### src/rtl/counter_pkg.sv
// Shared definitions for the counter family: saturation mode encoding and
// the modulus-to-limit helper used by counters, prescalers and timers.
package counter_pkg;

  typedef enum logic {
    CNT_MODE_WRAP = 1'b0,
    CNT_MODE_SAT  = 1'b1
  } cnt_mode_e;

  // Largest legal count for a given modulus; callers keep the low WIDTH bits.
  function automatic logic [31:0] limit_of(input longint unsigned modulus);
    return 32'(modulus - 64'd1);
  endfunction

endpackage

### src/rtl/counter_next_logic.sv
// Combinational next-count and limit detection for an up/down counter
// running over 0..LIMIT, with wrap or saturate behaviour at the limits.
module counter_next_logic
  import counter_pkg::*;
#(
  parameter int unsigned       WIDTH = 4,
  parameter logic [WIDTH-1:0]  LIMIT = '1,
  parameter cnt_mode_e         MODE  = CNT_MODE_WRAP
) (
  input  logic [WIDTH-1:0] q,
  input  logic             en,
  input  logic             up,
  output logic [WIDTH-1:0] q_next,
  output logic             at_limit
);

  always_comb begin
    at_limit = en & (up ? (q == LIMIT) : (q == '0));
    q_next   = q;
    if (en) begin
      if (at_limit) begin
        if (MODE == CNT_MODE_WRAP) begin
          q_next = up ? '0 : LIMIT;
        end
      end else begin
        q_next = up ? q + WIDTH'(1) : q - WIDTH'(1);
      end
    end
  end

endmodule

### src/rtl/updown_counter_mod.sv
// Parametrised up/down counter with clear, clamped parallel load, wrap or
// saturate at the limits, combinational terminal count and registered ovf.
module updown_counter_mod
  import counter_pkg::*;
#(
  parameter int unsigned      WIDTH    = 4,
  parameter longint unsigned  MODULUS  = 16,
  parameter int unsigned      SATURATE = 0
) (
  input  logic             clk,
  input  logic             rst,
  input  logic             clr,
  input  logic             load,
  input  logic [WIDTH-1:0] d,
  input  logic             en,
  input  logic             up,
  output logic [WIDTH-1:0] q,
  output logic             tc,
  output logic             ovf
);

  localparam logic [31:0]      LIMIT_FULL = limit_of(MODULUS);
  localparam logic [WIDTH-1:0] LIMIT      = LIMIT_FULL[WIDTH-1:0];
  localparam cnt_mode_e        MODE       = (SATURATE != 0) ? CNT_MODE_SAT : CNT_MODE_WRAP;

  generate
    if (WIDTH < 1 || WIDTH > 32) begin : g_bad_width
      $fatal(1, "updown_counter_mod: WIDTH must be 1..32");
    end
    if (MODULUS < 2 || MODULUS > (64'd1 << WIDTH)) begin : g_bad_modulus
      $fatal(1, "updown_counter_mod: MODULUS must be 2..2**WIDTH");
    end
  endgenerate

  logic [WIDTH-1:0] q_q, q_d;
  logic             ovf_q, ovf_d;
  logic [WIDTH-1:0] step_q;
  logic             at_limit;
  logic [WIDTH-1:0] d_clamped;

  counter_next_logic #(
    .WIDTH (WIDTH),
    .LIMIT (LIMIT),
    .MODE  (MODE)
  ) u_next (
    .q        (q_q),
    .en       (en),
    .up       (up),
    .q_next   (step_q),
    .at_limit (at_limit)
  );

  always_comb begin
    d_clamped = (d > LIMIT) ? LIMIT : d;
    q_d       = q_q;
    ovf_d     = 1'b0;
    if (clr) begin
      q_d = '0;
    end else if (load) begin
      q_d = d_clamped;
    end else if (en) begin
      q_d   = step_q;
      ovf_d = at_limit;
    end
  end

  always_ff @(posedge clk or negedge rst) begin
    if (!rst) begin
      q_q   <= '0;
      ovf_q <= 1'b0;
    end else begin
      q_q   <= q_d;
      ovf_q <= ovf_d;
    end
  end

  assign q   = q_q;
  assign tc  = at_limit;
  assign ovf = ovf_q;

endmodule

### config.mk
export PLATFORM = sky130hd
export DESIGN_NAME = updown_counter_mod
export DESIGN_NICKNAME = d
export VERILOG_FILES = /design/src/rtl/counter_pkg.sv /design/src/rtl/counter_next_logic.sv /design/src/rtl/updown_counter_mod.sv
export SDC_FILE = /design/constraint.sdc
export NUM_CORES = 1
export LEC_CHECK = 0
export CAP_MARGIN = 30
export CORE_AREA = 3 3 40 42
export CTS_CLUSTER_SIZE = 16
export DETAILED_ROUTE_END_ITERATION = 10
export DIE_AREA = 0 0 43 45
export GPL_TIMING_DRIVEN = 0
export PLACE_DENSITY = 0.62
export REMOVE_ABC_BUFFERS = 1
export SKIP_LAST_GASP = 1
export SYNTH_ARGS = -nofsm -noshare
export SYNTH_HDL_FRONTEND = slang
export SYNTH_SLANG_ARGS = --single-unit
### constraint.sdc
create_clock -name clk -period 1.8 [get_ports clk]
set_input_delay 0.36 -clock clk [delete_from_list [all_inputs] [get_ports clk]]
set_output_delay 0.36 -clock clk [all_outputs]
set_load 0.02 [all_outputs]
### After elaboration in Yosys (flattened, before gate mapping)

Index checks and enable logic that the tools add are counted.

| word-level totals | value |
|---|---|
| ROM bits | 0 |
| bits in writable memories | 0 |
| flip-flop bits (word level) | 5 |
| logic and storage cells | 20 |
| memories kept | 0 |
| bits in latches | 0 |

| operators by class | value |
|---|---|
| magnitude comparators | 1 |
| add/sub/neg operators | 2 |
| mux-type cells | 11 |
| reductions and logical operators | 2 |
| shift-type cells | 0 |
| div/mod/pow operators | 0 |
| multiply operators | 0 |
| eq/ne operators | 1 |
| bitwise operators | 1 |

Operators by type and width:

| cell | number |
|---|---|
| 4-bit 2-to-1 mux | 7 |
| 4-bit by 1-bit adder with 4-bit output (second input constant) | 1 |
| 4-bit equality test (second input constant) | 1 |
| 4-bit greater-than comparator (second input constant) | 1 |
| 4-bit logical NOT | 1 |
| 1-bit 2-to-1 mux | 4 |
| 4-bit by 1-bit subtractor with 4-bit output (second input constant) | 1 |
| 3-bit nonzero test | 1 |
| 1-bit AND | 1 |

### Longest topological paths before layout

| logic depth | value |
|---|---|
| depth after elaboration | 7 |
| depth in mapped cells | 7 |
| depth with buffers taken out | 7 |

### Hierarchy

Synthesis repeated with hierarchy kept, for this count alone.

| unflattened totals | value |
|---|---|
| cells, all modules | 48 |
| area, all modules | 469.2 um^2 |

By module, submodules not included:

| module | area each (um^2) | cells an instance | times used |
|---|---|---|---|
| updown_counter_mod | 244.0 | 21 | 1 |
| counter_next_logic | 225.2 | 27 | 1 |

### Worst setup path before layout

OpenSTA, ideal clock, no wires.

| timing path | value |
|---|---|
| kind | register to register |
| from | register q_q[1], in the netlist q[1] |
| to | register q_q[3], in the netlist q[3] |
| arrival time | 1.638 ns |
| cell stages (with the launch flop) | 6 |
| path slack | 0.080 ns |
| setup time | 0.082 ns |
| period minus slack after synthesis | 1.720 ns |
| path through | dfrtp_1 -> or4_4 -> o22ai_4 -> nor3_2 -> xnor2_1 -> a31oi_1 |

| on the way | value |
|---|---|
| word-level cells in the longest chain between the ends | 7 |
| elaborated cells between the ends (all ways) | 11 |
| classes of those cells | 2 x add/sub; 1 x eq/ne; 6 x mux; 1 x bitwise; 1 x reduce/logical |

Ends and longest elaborated chain:

| element | line | source |
|---|---|---|
| from (decl) | updown_counter_mod.sv:35 | `logic [WIDTH-1:0] q_q, q_d;` |
| from (signal assigned) | updown_counter_mod.sv:72 | `q_q <= q_d;` |
| 4-bit equality test or 4-bit logical NOT (tied branches) | counter_next_logic.sv:18 | `at_limit = en & (up ? (q == LIMIT) : (q == '0));` |
| 1-bit 2-to-1 mux (*) | counter_next_logic.sv:18 |  |
| 1-bit AND (*) | counter_next_logic.sv:18 |  |
| named net tc | updown_counter_mod.sv:18 | `output logic tc,` |
| 4-bit 2-to-1 mux (*) | counter_next_logic.sv:21 | `if (at_limit) begin` |
| 4-bit 2-to-1 mux (*) | updown_counter_mod.sv:61 | `end else if (en) begin` |
| 4-bit 2-to-1 mux (*) | updown_counter_mod.sv:59 | `end else if (load) begin` |
| 4-bit 2-to-1 mux (*) | updown_counter_mod.sv:57 | `if (clr) begin` |

The timed path passes the listed nets; every way through them passes the cells marked *. The select of a mux whose other input is x is not followed.
A chain may end at the register's enable or synchronous reset.

### Final worst setup path

| timing path | value |
|---|---|
| from | register q_q[1], in the netlist q[1] |
| to | output tc |

| on the way | value |
|---|---|
| word-level cells in the longest chain between the ends | 3 |
| elaborated cells between the ends (all ways) | 4 |
| classes of those cells | 1 x eq/ne; 1 x mux; 1 x bitwise; 1 x reduce/logical |

Ends and longest elaborated chain:

| element | line |
|---|---|
| 4-bit equality test or 4-bit logical NOT (tied branches) | counter_next_logic.sv:18 |
| 1-bit 2-to-1 mux (*) | counter_next_logic.sv:18 |
| 1-bit AND (*) | counter_next_logic.sv:18 |
| to (decl) | updown_counter_mod.sv:18 |

Every way passes the cells marked *; elsewhere a longest branch is shown, timed or not.

==> impl_metrics.py <==
metrics = {
    "global_routing": {
        "grt_usage_pct": 11.5,
        "grt_pass1_vias": 401,
        "grt_pass1_wl_um": 1670,
        "grt-ovfl-total": 0,
        "grt_antenna_before_repair": 0,
        "grt_max_degree": 10,
    },
    "drt": {
        "avgViaCountPerCell": 4.77,
        "detail_route.first_pass.iterations": 3,
        "avgRoutedWirePerCell_um": 11.5,
        "dr_total_vias": 401,
        "dr.first_iter.drc_count": 10,
        "ant_nets": 0,
        "drc_errors": 0,
        "finalWirelength_um": 963,
    },
    "pwr": {
        "sw_frac_of_total_pct": 29.9,
        "p_comb_share_pct": 37.4,
        "power_density_nw_per_um2": 636,
        "switching_power_mw": 0.122,
        "power_leakage_nw": 0.288,
        "seqPwrFrac_pct": 31.4,
        "power_frac_clock_pct": 31.2,
        "ir_worst_vdd_uv": 461,
        "internal-power_mw": 0.285,
    },
    "worst_setup_path": {
        "rr_startpoint": "q[2]",
        "cp_top_family": "simple AND/OR/NAND/NOR gates",
        "cp_max_fo": 2,
        "cp_num_buf_inv": 1,
        "start_kind": "flip-flop",
        "r2r_slack_ns": 0.09,
        "cp-end-kind": "primary output",
        "cp_slowest_cell": "or4_4",
        "r2r_end": "q[3]",
        "path_cells": "or4_4 > o22ai_4 > buf_6",
        "path_class": "flip-flop to primary output",
        "ff2ff_path_depth": 7,
        "worstPathArrival_ns": 1.47,
        "crit_required_ns": 1.44,
        "slowest_delay_ns": 0.55,
    },
    "sta": {
        "final-setup-viol-count": 1,
        "skew_ns": 0.00274,
        "rsz0062_at_grt": "true",
        "relSlewSlack_pct": 81.1,
        "setup_ws_ns": -0.0292,
        "drv_slew": 0,
        "post-route-min-period_ns": 1.83,
        "worst_slew_pin_slew_ns": 0.282,
        "finalHoldViolations": 0,
        "fmax_ghz": 0.547,
        "fin_crit_sh_pct": 102,
    },
    "synthesis": {
        "synth-async-reset-ratio_pct": 100,
        "synth_seq_cells": 5,
        "synthTopCellsByCount": "7 x a21oi_1, 5 x dfrtp_1, 5 x inv_1, 3 x nand2_1",
        "yosysUniqueCellTypes": 27,
        "avgSynthCellArea_sq_um": 9.37,
        "yosysWarnings": 0,
        "syn_area_sq_um": 440,
        "syn_inst": 47,
        "synth_top_area_share_pct": 28.4,
        "yosysSeqAreaShare_pct": 28.4,
        "synth.largest_area_cell": "dfrtp_1",
        "synth_edf_count": 0,
        "ys.flop_type": "dfrtp_1",
        "synth_most_common_cell": "a21oi_1",
        "synth_area_leaders": "dfrtp_1 28%, a21oi_1 8.0%, bufbuf_16 7.4%",
    },
    "clock_network": {
        "worstSkewPairLatency_ns": 0.24,
        "clock_sinks": 5,
        "clkTransAtPathRegs_ns": 0.04,
        "cts_made_buffers": 3,
        "cts_buffer_depth": 2,
        "tritoncts": "built",
        "ctsHoldBuffers": 0,
        "root_buffer": "clkbuf_4",
        "h-tree-depth": 1,
    },
    "floorplanning": {
        "core_area_sq_um": 1280,
        "initial_utilization_pct": 34.3,
        "ios": 16,
        "die_x_um": 43,
        "fp-row-count": 13,
        "dieArea_sq_um": 1940,
        "die_y_um": 45,
    },
    "place": {
        "gp_congestion": 0.786,
        "io_buffers": 15,
        "post-place-cells": 75,
        "place_ws_ns": -0.731,
        "hpwl_um": 743,
    },
    "final_layout": {
        "utilization_pct": 49.9,
        "nets": 83,
        "areaGrowthSynthToFinish_pct": 45.5,
        "drive_gt1_share_pct": 21.7,
        "instances_no_fill": 84,
        "num_antenna_cells": 0,
    },
    "outcome": {
        "status": "complete, but fails checks",
        "violations": "negative setup slack",
    },
    "worst_hold_path": {
        "hp-class": "input port to async pin",
    },
    "flow_run": {
        "max_cap_violations": 0,
    },
}
-- metrics by stage --
stage	cell area [sq um]	TNS, ns	total power [mW]	hold WS (ns)
after floorplan	404	0	0.209	0.0644
after CTS	637	-0.0625	0.416	0.330
after global routing	641	-0.145	0.442	0.346
final	641	-0.0292	0.407	0.333
after global placement	573	-1.57	0.269	0.593
after detailed placement	573	-1.55	0.269	0.591
-- power by group through the flow --
stage	Combinational [mW]	Clock, mW	Sequential (mW)
after global placement	0.134	0	0.135
after global routing	0.170	0.142	0.129
after detailed placement	0.134	0	0.135
after floorplan	0.0680	0	0.141
after CTS	0.155	0.133	0.128
final	0.153	0.127	0.128
-- sequential cells by signal, indices dropped and copies added (netlist names) --
name / cells
q: 4
ovf: 1
-- worst max path at each step --
stage,from,to,slack (ns),depth (start not counted)
global route,q[1],tc,-0.08,3
detailed placement,en,tc,-0.73,4
finish,q[1],tc,-0.03,3
CTS,q[3],tc,-0.06,3
floorplan,q[1],q[3],0.08,5
global placement,en,tc,-0.74,4
-- layout make-up --
class                           instances  area [sq um]
Fill cell                             136           644
Clock buffer                            4          26.3
Timing Repair Buffer                   20           190
Sequential cell                         5           126
Tap cell                               15          18.8
Multi-Input combinational cell         35           260
Inverter                                5          18.8
-- timing repair --
item                                    CTS  global route
endpoints found under the setup margin    2             3
pin swaps                                 2             2
buffers inserted                          5             0
resized for setup                         9             2
-- worst register-to-register path: stages, from the launching register on --
cell	delay [ns]
dfrtp_1	0.38
buf_4	0.15
ha_1	0.31
a21oi_1	0.18
a21boi_0	0.13
nor3_2	0.18
xnor2_1	0.14
a31oi_1	0.10
-- routing by layer --
metal	vias to the layer above	wire length (um)	global-route usage (%)
li1	211	-	-
met1	181	452	14.4
met2	9	471	19.2
met3	0	39	4.78
met4	0	0	1.81
met5	-	0	0
-- layout by cell type, fill, tap and decap left out, types with 2 or more instances in the layout --
cell	n
nor2_1	2
dfrtp_1	4
clkbuf_4	3
buf_4	5
inv_1	5
ha_1	2
nand2_1	3
nand3_1	2
clkdlybuf4s50_1	11
a21oi_1	7
nand2b_1	2
-- logic make-up after synthesis --
kind of cell               after synthesis  synth area share [%]
xor gates and xnor gates                 2                  3.98
AOI/OAI and AO/OA                       14                  21.9
adders and majority gates                3                  10.2
and+or+nand+nor                         16                  23.0
DFF                                      5                  28.4
buffers and inverters                    7                  12.5
No activity file was read; power rests on OpenSTA's default activity.
